--- config.mk ---
export PLATFORM = sky130hd
export DESIGN_NAME = peri_uart_fifo
export DESIGN_NICKNAME = d
export VERILOG_FILES = /design/src/rtl/uart_pkg.sv /design/src/rtl/sync_fifo.sv /design/src/rtl/peri_uart_fifo.sv
export SDC_FILE = /design/constraint.sdc
export NUM_CORES = 1
export LEC_CHECK = 0
export ABC_AREA = 1
export BUFFER_PORTS_ARGS = -buffer_cell sky130_fd_sc_hd__buf_2
export CAP_MARGIN = 15
export CORE_MARGIN = 4
export CORE_UTILIZATION = 46
export CTS_CLUSTER_SIZE = 8
export DETAILED_ROUTE_END_ITERATION = 10
export GPL_TIMING_DRIVEN = 1
export PLACE_DENSITY_LB_ADDON = 0.12
export SKIP_LAST_GASP = 1
export SLEW_MARGIN = 20
export SYNTH_ARGS = -nofsm -noshare
export SYNTH_HDL_FRONTEND = slang
export SYNTH_SLANG_ARGS = --single-unit
export TNS_END_PERCENT = 10
--- constraint.sdc ---
create_clock -name clk -period 9.8 [get_ports clk]
set_clock_uncertainty 0.05 [all_clocks]
set_input_delay 1.96 -clock clk [delete_from_list [all_inputs] [get_ports clk]]
set_output_delay 1.96 -clock clk [all_outputs]
set_load 0.02 [all_outputs]
--- src/rtl/uart_pkg.sv ---
// Shared definitions for the UART peripheral: register map, STATUS bit
// positions and the TX/RX state encodings.
package uart_pkg;

   localparam logic [1:0] REG_DATA    = 2'd0;
   localparam logic [1:0] REG_STATUS  = 2'd1;
   localparam logic [1:0] REG_DIVIDER = 2'd2;
   localparam logic [1:0] REG_CTRL    = 2'd3;

   localparam int ST_TX_BUSY    = 0;
   localparam int ST_RX_VALID   = 1;
   localparam int ST_TX_FULL    = 2;
   localparam int ST_RX_FULL    = 3;
   localparam int ST_RX_OVERRUN = 4;
   localparam int ST_FRAME_ERR  = 5;
   localparam int ST_TX_OVF     = 6;

   typedef enum logic [1:0] {TX_IDLE, TX_START, TX_DATA, TX_STOP} tx_state_e;
   typedef enum logic [1:0] {RX_IDLE, RX_START, RX_DATA, RX_STOP} rx_state_e;

endpackage

--- src/rtl/sync_fifo.sv ---
// Single-clock FIFO with first-word-fall-through output. A pop frees its
// entry in the same cycle, so push is accepted on a full FIFO when popping.
module sync_fifo #(
   parameter int WIDTH = 8,
   parameter int DEPTH = 8
) (
   input  logic                     clk,
   input  logic                     rstn,
   input  logic                     push,
   input  logic [WIDTH-1:0]         din,
   input  logic                     pop,
   output logic [WIDTH-1:0]         dout,
   output logic                     full,
   output logic                     empty,
   output logic [$clog2(DEPTH):0]   count
);
   localparam int AW = $clog2(DEPTH);

   logic [WIDTH-1:0] mem [DEPTH];
   logic [AW:0]      wr_ptr, rd_ptr;
   logic             do_push, do_pop;

   assign count   = wr_ptr - rd_ptr;
   assign empty   = (count == '0);
   assign full    = (count == (AW+1)'(DEPTH));
   assign do_pop  = pop & ~empty;
   assign do_push = push & (~full | do_pop);
   assign dout    = mem[rd_ptr[AW-1:0]];

   always_ff @(posedge clk or negedge rstn) begin
      if (!rstn) begin
         wr_ptr <= '0;
         rd_ptr <= '0;
      end else begin
         if (do_push) wr_ptr <= wr_ptr + (AW+1)'(1);
         if (do_pop)  rd_ptr <= rd_ptr + (AW+1)'(1);
      end
   end

   always_ff @(posedge clk) begin
      if (do_push) mem[wr_ptr[AW-1:0]] <= din;
   end

endmodule

--- src/rtl/peri_uart_fifo.sv ---
// UART peripheral with TX/RX FIFOs and a 4-register bus interface.
// Optional RTS/CTS flow control is enabled by defining UART_FLOW_CTRL_EN.
module peri_uart_fifo
   import uart_pkg::*;
#(
   parameter int TX_DEPTH  = 8,
   parameter int RX_DEPTH  = 8,
   parameter int DIV_W     = 12,
   parameter int DIV_RESET = 555
) (
   input  logic        clk,
   input  logic        rstn,
   input  logic [1:0]  reg_sel,
   input  logic [1:0]  write_n,
   input  logic [1:0]  read_n,
   input  logic [31:0] data_in,
   output logic [31:0] data_out,
   input  logic        uart_rxd,
   output logic        uart_txd,
`ifdef UART_FLOW_CTRL_EN
   output logic        uart_rts,
   input  logic        uart_cts,
`endif
   output logic        irq
);
   localparam int TXCW = $clog2(TX_DEPTH) + 1;
   localparam int RXCW = $clog2(RX_DEPTH) + 1;

   logic             wr, rd;
   logic [DIV_W-1:0] divider;
   logic             tx_ie, rx_ie;
   logic             tx_ovf, frame_err, rx_overrun;

   logic             tx_push, tx_pop, tx_full, tx_empty, tx_busy, tx_can_start;
   logic [7:0]       tx_dout;
   logic [TXCW-1:0]  tx_count;
   logic             rx_push, rx_pop, rx_full, rx_empty, rx_valid;
   logic [7:0]       rx_dout;
   logic [RXCW-1:0]  rx_count;
   logic [6:0]       status;
   logic             cts_ok;

   assign wr = (write_n != 2'b11);
   assign rd = (read_n != 2'b11);

   // ---------------- flow control ----------------
`ifdef UART_FLOW_CTRL_EN
   logic cts_s1, cts_s2;
   always_ff @(posedge clk or negedge rstn) begin
      if (!rstn) begin
         cts_s1 <= 1'b0;
         cts_s2 <= 1'b0;
      end else begin
         cts_s1 <= uart_cts;
         cts_s2 <= cts_s1;
      end
   end
   assign cts_ok   = ~cts_s2;
   assign uart_rts = (rx_count >= RXCW'(RX_DEPTH - 1));
   logic unused;
   assign unused = ^{tx_count, data_in[31:DIV_W]};
`else
   assign cts_ok = 1'b1;
   logic unused;
   assign unused = ^{tx_count, rx_count, data_in[31:DIV_W]};
`endif

   // ---------------- FIFOs ----------------
   sync_fifo #(.WIDTH(8), .DEPTH(TX_DEPTH)) u_tx_fifo (
      .clk(clk), .rstn(rstn), .push(tx_push), .din(data_in[7:0]), .pop(tx_pop),
      .dout(tx_dout), .full(tx_full), .empty(tx_empty), .count(tx_count)
   );

   // ---------------- TX ----------------
   tx_state_e        tx_state;
   logic [DIV_W-1:0] tx_cnt, tx_div;
   logic [2:0]       tx_bit;
   logic [7:0]       tx_sh;
   logic             tx_tick;

   assign tx_tick      = (tx_cnt == tx_div);
   assign tx_can_start = ~tx_empty & cts_ok;
   assign tx_pop       = tx_can_start &
                         ((tx_state == TX_IDLE) || (tx_state == TX_STOP && tx_tick));
   assign tx_push      = wr && (reg_sel == REG_DATA);
   assign tx_busy      = ~tx_empty | (tx_state != TX_IDLE);

   always_ff @(posedge clk or negedge rstn) begin
      if (!rstn) begin
         tx_state <= TX_IDLE;
         tx_cnt   <= '0;
         tx_div   <= '0;
         tx_bit   <= '0;
         tx_sh    <= '0;
         uart_txd <= 1'b1;
      end else begin
         // tx_pop already folds in the "starting a frame" condition
         if (tx_pop) begin
            tx_state <= TX_START;
            tx_cnt   <= '0;
            tx_div   <= divider;
            tx_sh    <= tx_dout;
            uart_txd <= 1'b0;
         end else begin
            case (tx_state)
               TX_IDLE: uart_txd <= 1'b1;
               TX_START: begin
                  if (tx_tick) begin
                     tx_cnt   <= '0;
                     tx_bit   <= '0;
                     tx_state <= TX_DATA;
                     uart_txd <= tx_sh[0];
                  end else tx_cnt <= tx_cnt + DIV_W'(1);
               end
               TX_DATA: begin
                  if (tx_tick) begin
                     tx_cnt <= '0;
                     if (tx_bit == 3'd7) begin
                        tx_state <= TX_STOP;
                        uart_txd <= 1'b1;
                     end else begin
                        tx_bit   <= tx_bit + 3'd1;
                        tx_sh    <= {1'b0, tx_sh[7:1]};
                        uart_txd <= tx_sh[1];
                     end
                  end else tx_cnt <= tx_cnt + DIV_W'(1);
               end
               TX_STOP: begin
                  if (tx_tick) tx_state <= TX_IDLE;
                  else         tx_cnt   <= tx_cnt + DIV_W'(1);
               end
               default: tx_state <= TX_IDLE;
            endcase
         end
      end
   end

   // ---------------- RX ----------------
   rx_state_e        rx_state;
   logic             rx_s1, rx_s2, rx_prev;
   logic [DIV_W-1:0] rx_cnt, rx_div;
   logic [DIV_W:0]   rx_half;
   logic [2:0]       rx_bit;
   logic [7:0]       rx_sh;
   logic             rx_stop_smp, rx_ovr_set, rx_ferr_set;

   assign rx_half     = ({1'b0, rx_div} + (DIV_W+1)'(1)) >> 1;
   assign rx_stop_smp = (rx_state == RX_STOP) && (rx_cnt == rx_div);
   assign rx_pop      = rd && (reg_sel == REG_DATA) && ~rx_empty;
   assign rx_push     = rx_stop_smp & rx_s2 & (~rx_full | rx_pop);
   assign rx_ovr_set  = rx_stop_smp & rx_s2 & rx_full & ~rx_pop;
   assign rx_ferr_set = rx_stop_smp & ~rx_s2;
   assign rx_valid    = ~rx_empty;

   sync_fifo #(.WIDTH(8), .DEPTH(RX_DEPTH)) u_rx_fifo (
      .clk(clk), .rstn(rstn), .push(rx_push), .din(rx_sh), .pop(rx_pop),
      .dout(rx_dout), .full(rx_full), .empty(rx_empty), .count(rx_count)
   );

   always_ff @(posedge clk or negedge rstn) begin
      if (!rstn) begin
         rx_s1    <= 1'b1;
         rx_s2    <= 1'b1;
         rx_prev  <= 1'b1;
         rx_state <= RX_IDLE;
         rx_cnt   <= '0;
         rx_div   <= '0;
         rx_bit   <= '0;
         rx_sh    <= '0;
      end else begin
         rx_s1   <= uart_rxd;
         rx_s2   <= rx_s1;
         rx_prev <= rx_s2;
         case (rx_state)
            RX_IDLE: begin
               if (rx_prev && !rx_s2) begin
                  rx_state <= RX_START;
                  rx_cnt   <= DIV_W'(1);
                  rx_div   <= divider;
               end
            end
            RX_START: begin
               // a start bit that is high again at its midpoint was a glitch
               if ({1'b0, rx_cnt} >= rx_half) begin
                  rx_cnt   <= '0;
                  rx_bit   <= '0;
                  rx_state <= rx_s2 ? RX_IDLE : RX_DATA;
               end else rx_cnt <= rx_cnt + DIV_W'(1);
            end
            RX_DATA: begin
               if (rx_cnt == rx_div) begin
                  rx_cnt <= '0;
                  rx_sh  <= {rx_s2, rx_sh[7:1]};
                  if (rx_bit == 3'd7) rx_state <= RX_STOP;
                  else                rx_bit   <= rx_bit + 3'd1;
               end else rx_cnt <= rx_cnt + DIV_W'(1);
            end
            RX_STOP: begin
               if (rx_stop_smp) rx_state <= RX_IDLE;
               else             rx_cnt   <= rx_cnt + DIV_W'(1);
            end
            default: rx_state <= RX_IDLE;
         endcase
      end
   end

   // ---------------- registers ----------------
   logic st_wr;
   assign st_wr = wr && (reg_sel == REG_STATUS);

   always_ff @(posedge clk or negedge rstn) begin
      if (!rstn) begin
         divider    <= DIV_W'(DIV_RESET);
         tx_ie      <= 1'b0;
         rx_ie      <= 1'b0;
         tx_ovf     <= 1'b0;
         frame_err  <= 1'b0;
         rx_overrun <= 1'b0;
      end else begin
         if (wr && reg_sel == REG_DIVIDER) divider <= data_in[DIV_W-1:0];
         if (wr && reg_sel == REG_CTRL) {rx_ie, tx_ie} <= data_in[1:0];
         // set events take priority over a write-1-to-clear in the same cycle
         tx_ovf     <= (tx_push & tx_full & ~tx_pop) |
                       (tx_ovf & ~(st_wr & data_in[ST_TX_OVF]));
         frame_err  <= rx_ferr_set | (frame_err & ~(st_wr & data_in[ST_FRAME_ERR]));
         rx_overrun <= rx_ovr_set | (rx_overrun & ~(st_wr & data_in[ST_RX_OVERRUN]));
      end
   end

   assign status = {tx_ovf, frame_err, rx_overrun, rx_full, tx_full, rx_valid, tx_busy};
   assign irq    = (tx_ie & tx_empty & ~tx_busy) | (rx_ie & rx_valid);

   always_comb begin
      data_out = '0;
      case (reg_sel)
         REG_DATA:    data_out = rx_empty ? 32'hFFFF_FFFF : {24'h0, rx_dout};
         REG_STATUS:  data_out = {25'h0, status};
         REG_DIVIDER: data_out = {{(32-DIV_W){1'b0}}, divider};
         default:     data_out = {30'h0, rx_ie, tx_ie};
      endcase
   end

endmodule

# Yosys cells after proc, flatten, opt, wreduce, memory -nomap -nowiden
# Memory sizes are Yosys's and may differ from the RTL's.
# Index checks and enable logic that the tools add are counted.
# word_totals
output_inout_bits	34
wordCells	191
regBits	111
n_memories	2
ram_bits	128
in_bits	41
# op_classes
n_bitwise	40
reduce_logical	35
n_eq_ne	33
n_addsub	11
order_cmp	1
n_mux	45
# mem_list
memory	words	width	read_ports	rd_clocked_by_memory_dff	wr	line_no	rtl
u_rx_fifo.mem	8	8	1	0	1	sync_fifo.sv:19	logic [WIDTH-1:0] mem [DEPTH];
u_tx_fifo.mem	8	8	1	0	1	sync_fifo.sv:19	
# ops
operator	n
$pmux 32 s3	1
$mux 12	7
$pmux 12 s4	1
$mux 32	1
$mux 8	4
$ne 2x2->1 const B	13
$add 12x1->12 const B	2
$eq 12x12->1	2
$pmux 12 s2	1
$mux 2	11
$and 1x1->1	21
$mux 3	6
$add 4x1->4 const B	4
$ne 3x3->1 const B	5
$reduce_and 5->1	3
$add 12x1->13 const B	1
$eq 2x2->1 const B	6
$ge 12x12->1	1
$pmux 3 s2	2
$not 1->1	11
$reduce_bool 2->1	5
$logic_and 1x1->1	9
$eq 4x4->1 const B	2
$logic_not 4->1	2
other kinds (18)	44

# Depth between registers and ports, before layout
# depth
word_depth	9
ltp_mapped	17
mapped_depth_nobuf	17

# Cells and area by module
# Synthesis repeated with hierarchy kept, for this count alone.
# hier_totals
cells_unflattened	1295
hier_area_um2	11975.2
# modules_own_cells
module	cells_each	area_per_inst_um2	seq_area_each_um2	n_inst
peri_uart_fifo	747	5733.0	2388.5	1
sync_fifo (u_tx_fifo)	271	3121.7	2122.0	1
sync_fifo (u_rx_fifo)	277	3120.5	2122.0	1

# Least setup slack after synthesis
# Ideal clock, no wire load.
# synth_path
kind	input -> output
startpoint	input reg_sel[1]
endpoint	output data_out[13]
t_required_ns	7.790
cell_stages	5
arrival_time_ns	3.215
path_slack_ns	4.575
path_buffers	2
cell_sequence	nor2_1 clkbuf_1 nand2_1 inv_1 buf_4
# synth_via
elab_chain_len	2
elab_cells_between_ends	4
classes_between	2 x eq/ne; 1 x mux; 1 x reduce/logical
# synth_lines
item	line_no	rtl
start: declaration	peri_uart_fifo.sv:13	input logic [1:0] reg_sel,
$eq 2x2->1, or another cell as far along	peri_uart_fifo.sv:235	case (reg_sel)
$pmux 32 s3 *	peri_uart_fifo.sv:235	
end: declaration	peri_uart_fifo.sv:17	output logic [31:0] data_out,
# Mark *: on every way between the ends. The rest lies on a longest branch, timed or not.

# Worst setup path in the final report
# layout_path
startpoint	register u_rx_fifo.rd_ptr[1]
endpoint	output data_out[27]
# layout_via
elab_chain_len	4
# layout_lines
item	line_no	rtl
start: declaration	sync_fifo.sv:20	logic [AW:0] wr_ptr, rd_ptr;
start signal: assignment	sync_fifo.sv:36	if (do_pop) rd_ptr <= rd_ptr + (AW+1)'(1);
$sub 4x4->4	sync_fifo.sv:23	assign count = wr_ptr - rd_ptr;
$logic_not 4->1	sync_fifo.sv:24	assign empty = (count == '0);
$mux 32	peri_uart_fifo.sv:236	REG_DATA: data_out = rx_empty ? 32'hFFFF_FFFF : {24'h0, rx_dout};
$pmux 32 s3	peri_uart_fifo.sv:235	
# No other way between the ends.

==> results.py <==
metrics = {
    "run_status": {
        "status": "finished clean",
    },
    "die": {
        "core-area_um2": 24600,
        "die_h_um": 167,
        "die_w_um": 167,
        "pin_count": 75,
        "die_area_um2": 27800,
        "rows": 57,
        "initial_core_util_pct": 47.2,
    },
    "timing": {
        "slew_violations": 0,
        "hold_viol": 0,
        "tightest_slew_ps": 1050,
        "setup_viol": 0,
        "timing.hold.ws_ps": 306,
        "max_freq_ghz": 0.166,
        "fin_crit_sh_pct": 61.4,
        "finalWorstSetupSlack_ps": 3790,
        "fin_crit_ps": 6010,
        "rsz0062_at_grt": "no",
        "slew_headroom_pct": 29.9,
        "setup-tns-final_ps": 0,
    },
    "routing": {
        "avgViaCountPerCell": 5.18,
        "final_antenna_net_count": 0,
        "drt-initial-drc-count": 655,
        "via_count": 8343,
        "drt-total-wl_um": 26100,
        "wl_per_cell_um": 16.2,
        "drt_first_pass_iters": 5,
        "drcViolationCount": 0,
    },
    "finish": {
        "area_delta_synth_final_pct": 12.8,
        "drive_gt1_share_pct": 11.0,
        "nets": 1344,
        "antenna_cells": 0,
        "fill_cells": 2241,
    },
    "clock_tree": {
        "clk_latency_ps": 530,
        "htree_levels": 2,
        "cts_buffers": 36,
        "cts.clk_slew.worst_paths_ps": 50,
        "cts_tree": "done",
        "cts_resized": 0,
        "post_cts_buffers": 0,
        "holdBufCountCts": 0,
        "cts_root_buf": "clkbuf_16",
        "clock_path_buffers": 3,
        "clock_sinks": 239,
    },
    "placement": {
        "port_buffers": 54,
        "dpl_worst_slack_ps": 4200,
        "gp_congestion": 0.789,
        "dp_hpwl_um": 17400,
    },
    "critical_path": {
        "cp_max_fo": 20,
        "crit_path_start_kind": "flop",
        "worstSetupPathType": "flop to output port",
        "end_kind": "output port",
        "reg2regPathDepth": 11,
        "worstPathArrival_ps": 4000,
        "cp.required_ps": 7790,
    },
    "min_path": {
        "min_path_cells": 0,
        "hold_class": "flop to flop",
    },
    "power_and_ir_drop": {
        "peakVddDrop_v": 0.000145,
        "p_per_area_nw_per_um2": 290,
        "power.static_leakage_nw": 5.60,
        "p_total_mw": 3.80,
    },
    "yosys": {
        "synth_cell_types": 41,
        "synth-seq-cells": 239,
        "yosys_warnings": 0,
        "synthesis.nets": 1297,
        "synth.top_cell.area_share_pct": 33.1,
        "yosysTopAreaCell": "edfxtp_1",
        "synthesis.area_um2": 11600,
        "synth_enable_flop_cells": 128,
        "syn_area_per_cell_um2": 9.51,
        "synth_cells": 1221,
        "ys_async_sr_fraction_pct": 46.4,
        "synthFlopType": "edfxtp_1",
        "synth.area.top_cells": "edfxtp_1, dfrtp_1, nand2_1, o21ai_0, nor2_1",
        "ys_seq_area_share_pct": 57.1,
    },
    "grt": {
        "antenna_found_initial": 0,
        "grt_max_degree": 68,
        "first_global_vias": 8217,
        "grt_util_all_layers_pct": 19.0,
        "grt-ovfl-total": 0,
        "grt_first_pass_wirelength_um": 43600,
    },
    "run": {
        "maxCapViolations": 0,
    },
}
[Yosys cell counts (6+ instances only)]
| library cell | instances |
|---|---|
| nand2_1 | 276 |
| nor2_1 | 135 |
| o21ai_0 | 133 |
| edfxtp_1 | 128 |
| dfrtp_1 | 102 |
| inv_1 | 93 |
| nand3_1 | 46 |
| ha_1 | 35 |
| a21oi_1 | 32 |
| xor2_1 | 30 |
| o22ai_1 | 27 |
| xnor2_1 | 25 |
| clkbuf_1 | 24 |
| buf_4 | 20 |
| nor3_1 | 16 |
| nand4_1 | 10 |
| dfstp_2 | 9 |
| o21ai_1 | 8 |
| a31oi_1 | 7 |
| nand2_2 | 7 |
| inv_2 | 6 |
| o2111ai_1 | 6 |
[layout make-up]
type                       count  area [µm²]  share of cell area (%)
inverter                     101         379                    2.90
multi-input combinational    827        4290                    32.7
clock inverter                 4        78.8                   0.602
timing repair buffer          63         340                    2.60
tap                          324         405                    3.10
clock buffer                  52         971                    7.41
sequential                   239        6630                    50.6
[logic make-up after synthesis]
family                     Yosys count  synth area share (%)
AOI/OAI and AO/OA                  225                  10.5
xor gates and xnor gates            55                  4.15
adders and majority gates           35                  3.77
buffers and inverters              155                  6.03
DFF                                239                  57.1
muxes                                4                 0.356
and+or+nand+nor                    508                  18.0
[cells in the final DEF, fill, tap and decap left out, drive strengths merged, types with 7 or more instances in the layout]
cell type	n
buf	63
a31oi	7
dfrtp	102
a21oi	33
nor3	16
o21ai	141
nor2	140
clkbuf	52
xnor2	25
nand3	47
nand2	283
ha	35
inv	101
nand4	11
xor2	30
o22ai	27
edfxtp	128
dfstp	9
[registers in the layout, indices dropped and copies added (netlist names), 8 cells and up, named ones only]
| signal | count |
|---|---|
| u_rx_fifo.mem | 64 |
| u_tx_fifo.mem | 64 |
| divider | 12 |
| rx_cnt | 12 |
| rx_div | 12 |
| tx_cnt | 12 |
| tx_div | 12 |
| rx_sh | 8 |
| tx_sh | 8 |
[report_power, final]
part	internal, mW	switching, mW
registers	1.22	0.172
clock network	0.691	0.446
logic	0.426	0.846
total	2.34	1.46
[routing by layer]
| layer | track usage [%] | vias to the layer above | share of wire [%] |
|---|---|---|---|
| li1 | - | 4186 | - |
| met5 | 0 | - | 0 |
| met2 | 30.5 | 143 | 46 |
| met4 | 5.44 | 0 | 2.3 |
| met1 | 27.2 | 3972 | 48 |
| met3 | 2.84 | 42 | 3.6 |
[worst paths after layout]
| check | from | end | slack [ps] |
|---|---|---|---|
| setup / recovery | u_rx_fifo.rd_ptr[1]$_DFFE_PN0P_ | data_out[27] | 3790 |
| hold / removal | rx_s1$_DFF_PN1_ | rx_s2$_DFF_PN1_ | 310 |
| setup reg to reg | u_rx_fifo.rd_ptr[1]$_DFFE_PN0P_ | u_rx_fifo.mem[7][6]$_DFFE_PP_ | 5910 |
| hold reg to reg | rx_s1$_DFF_PN1_ | rx_s2$_DFF_PN1_ | 310 |
| max in group asynchronous | rstn | rx_sh[6]$_DFFE_PN0P_ | 6990 |
| min in group asynchronous | rstn | u_tx_fifo.rd_ptr[2]$_DFFE_PN0P_ | 1410 |
[per-stage QoR]
| stage | cell area, µm² | cells | utilization (%) |
|---|---|---|---|
| floorplan | 11600 | 1221 | - |
| global placement | 12000 | 1554 | 49.0 |
| detailed placement | 12000 | 1554 | 49.0 |
| CTS | 13100 | 1610 | 53.2 |
| global route | 13100 | 1610 | 53.2 |
| finish | 13100 | 1610 | 53.2 |
[critical path, stage by stage (launching register included)]
cell and delay, ps:
dfrtp_1 740, inv_1 470, ha_1 460, inv_1 50
o21bai_1 180, nand2_1 70, nand2_1 70, xor2_1 260
inv_1 70, nor2_1 180, nand2_1 270, inv_1 400
buf_2 240
(Power assumes the default switching activity.)
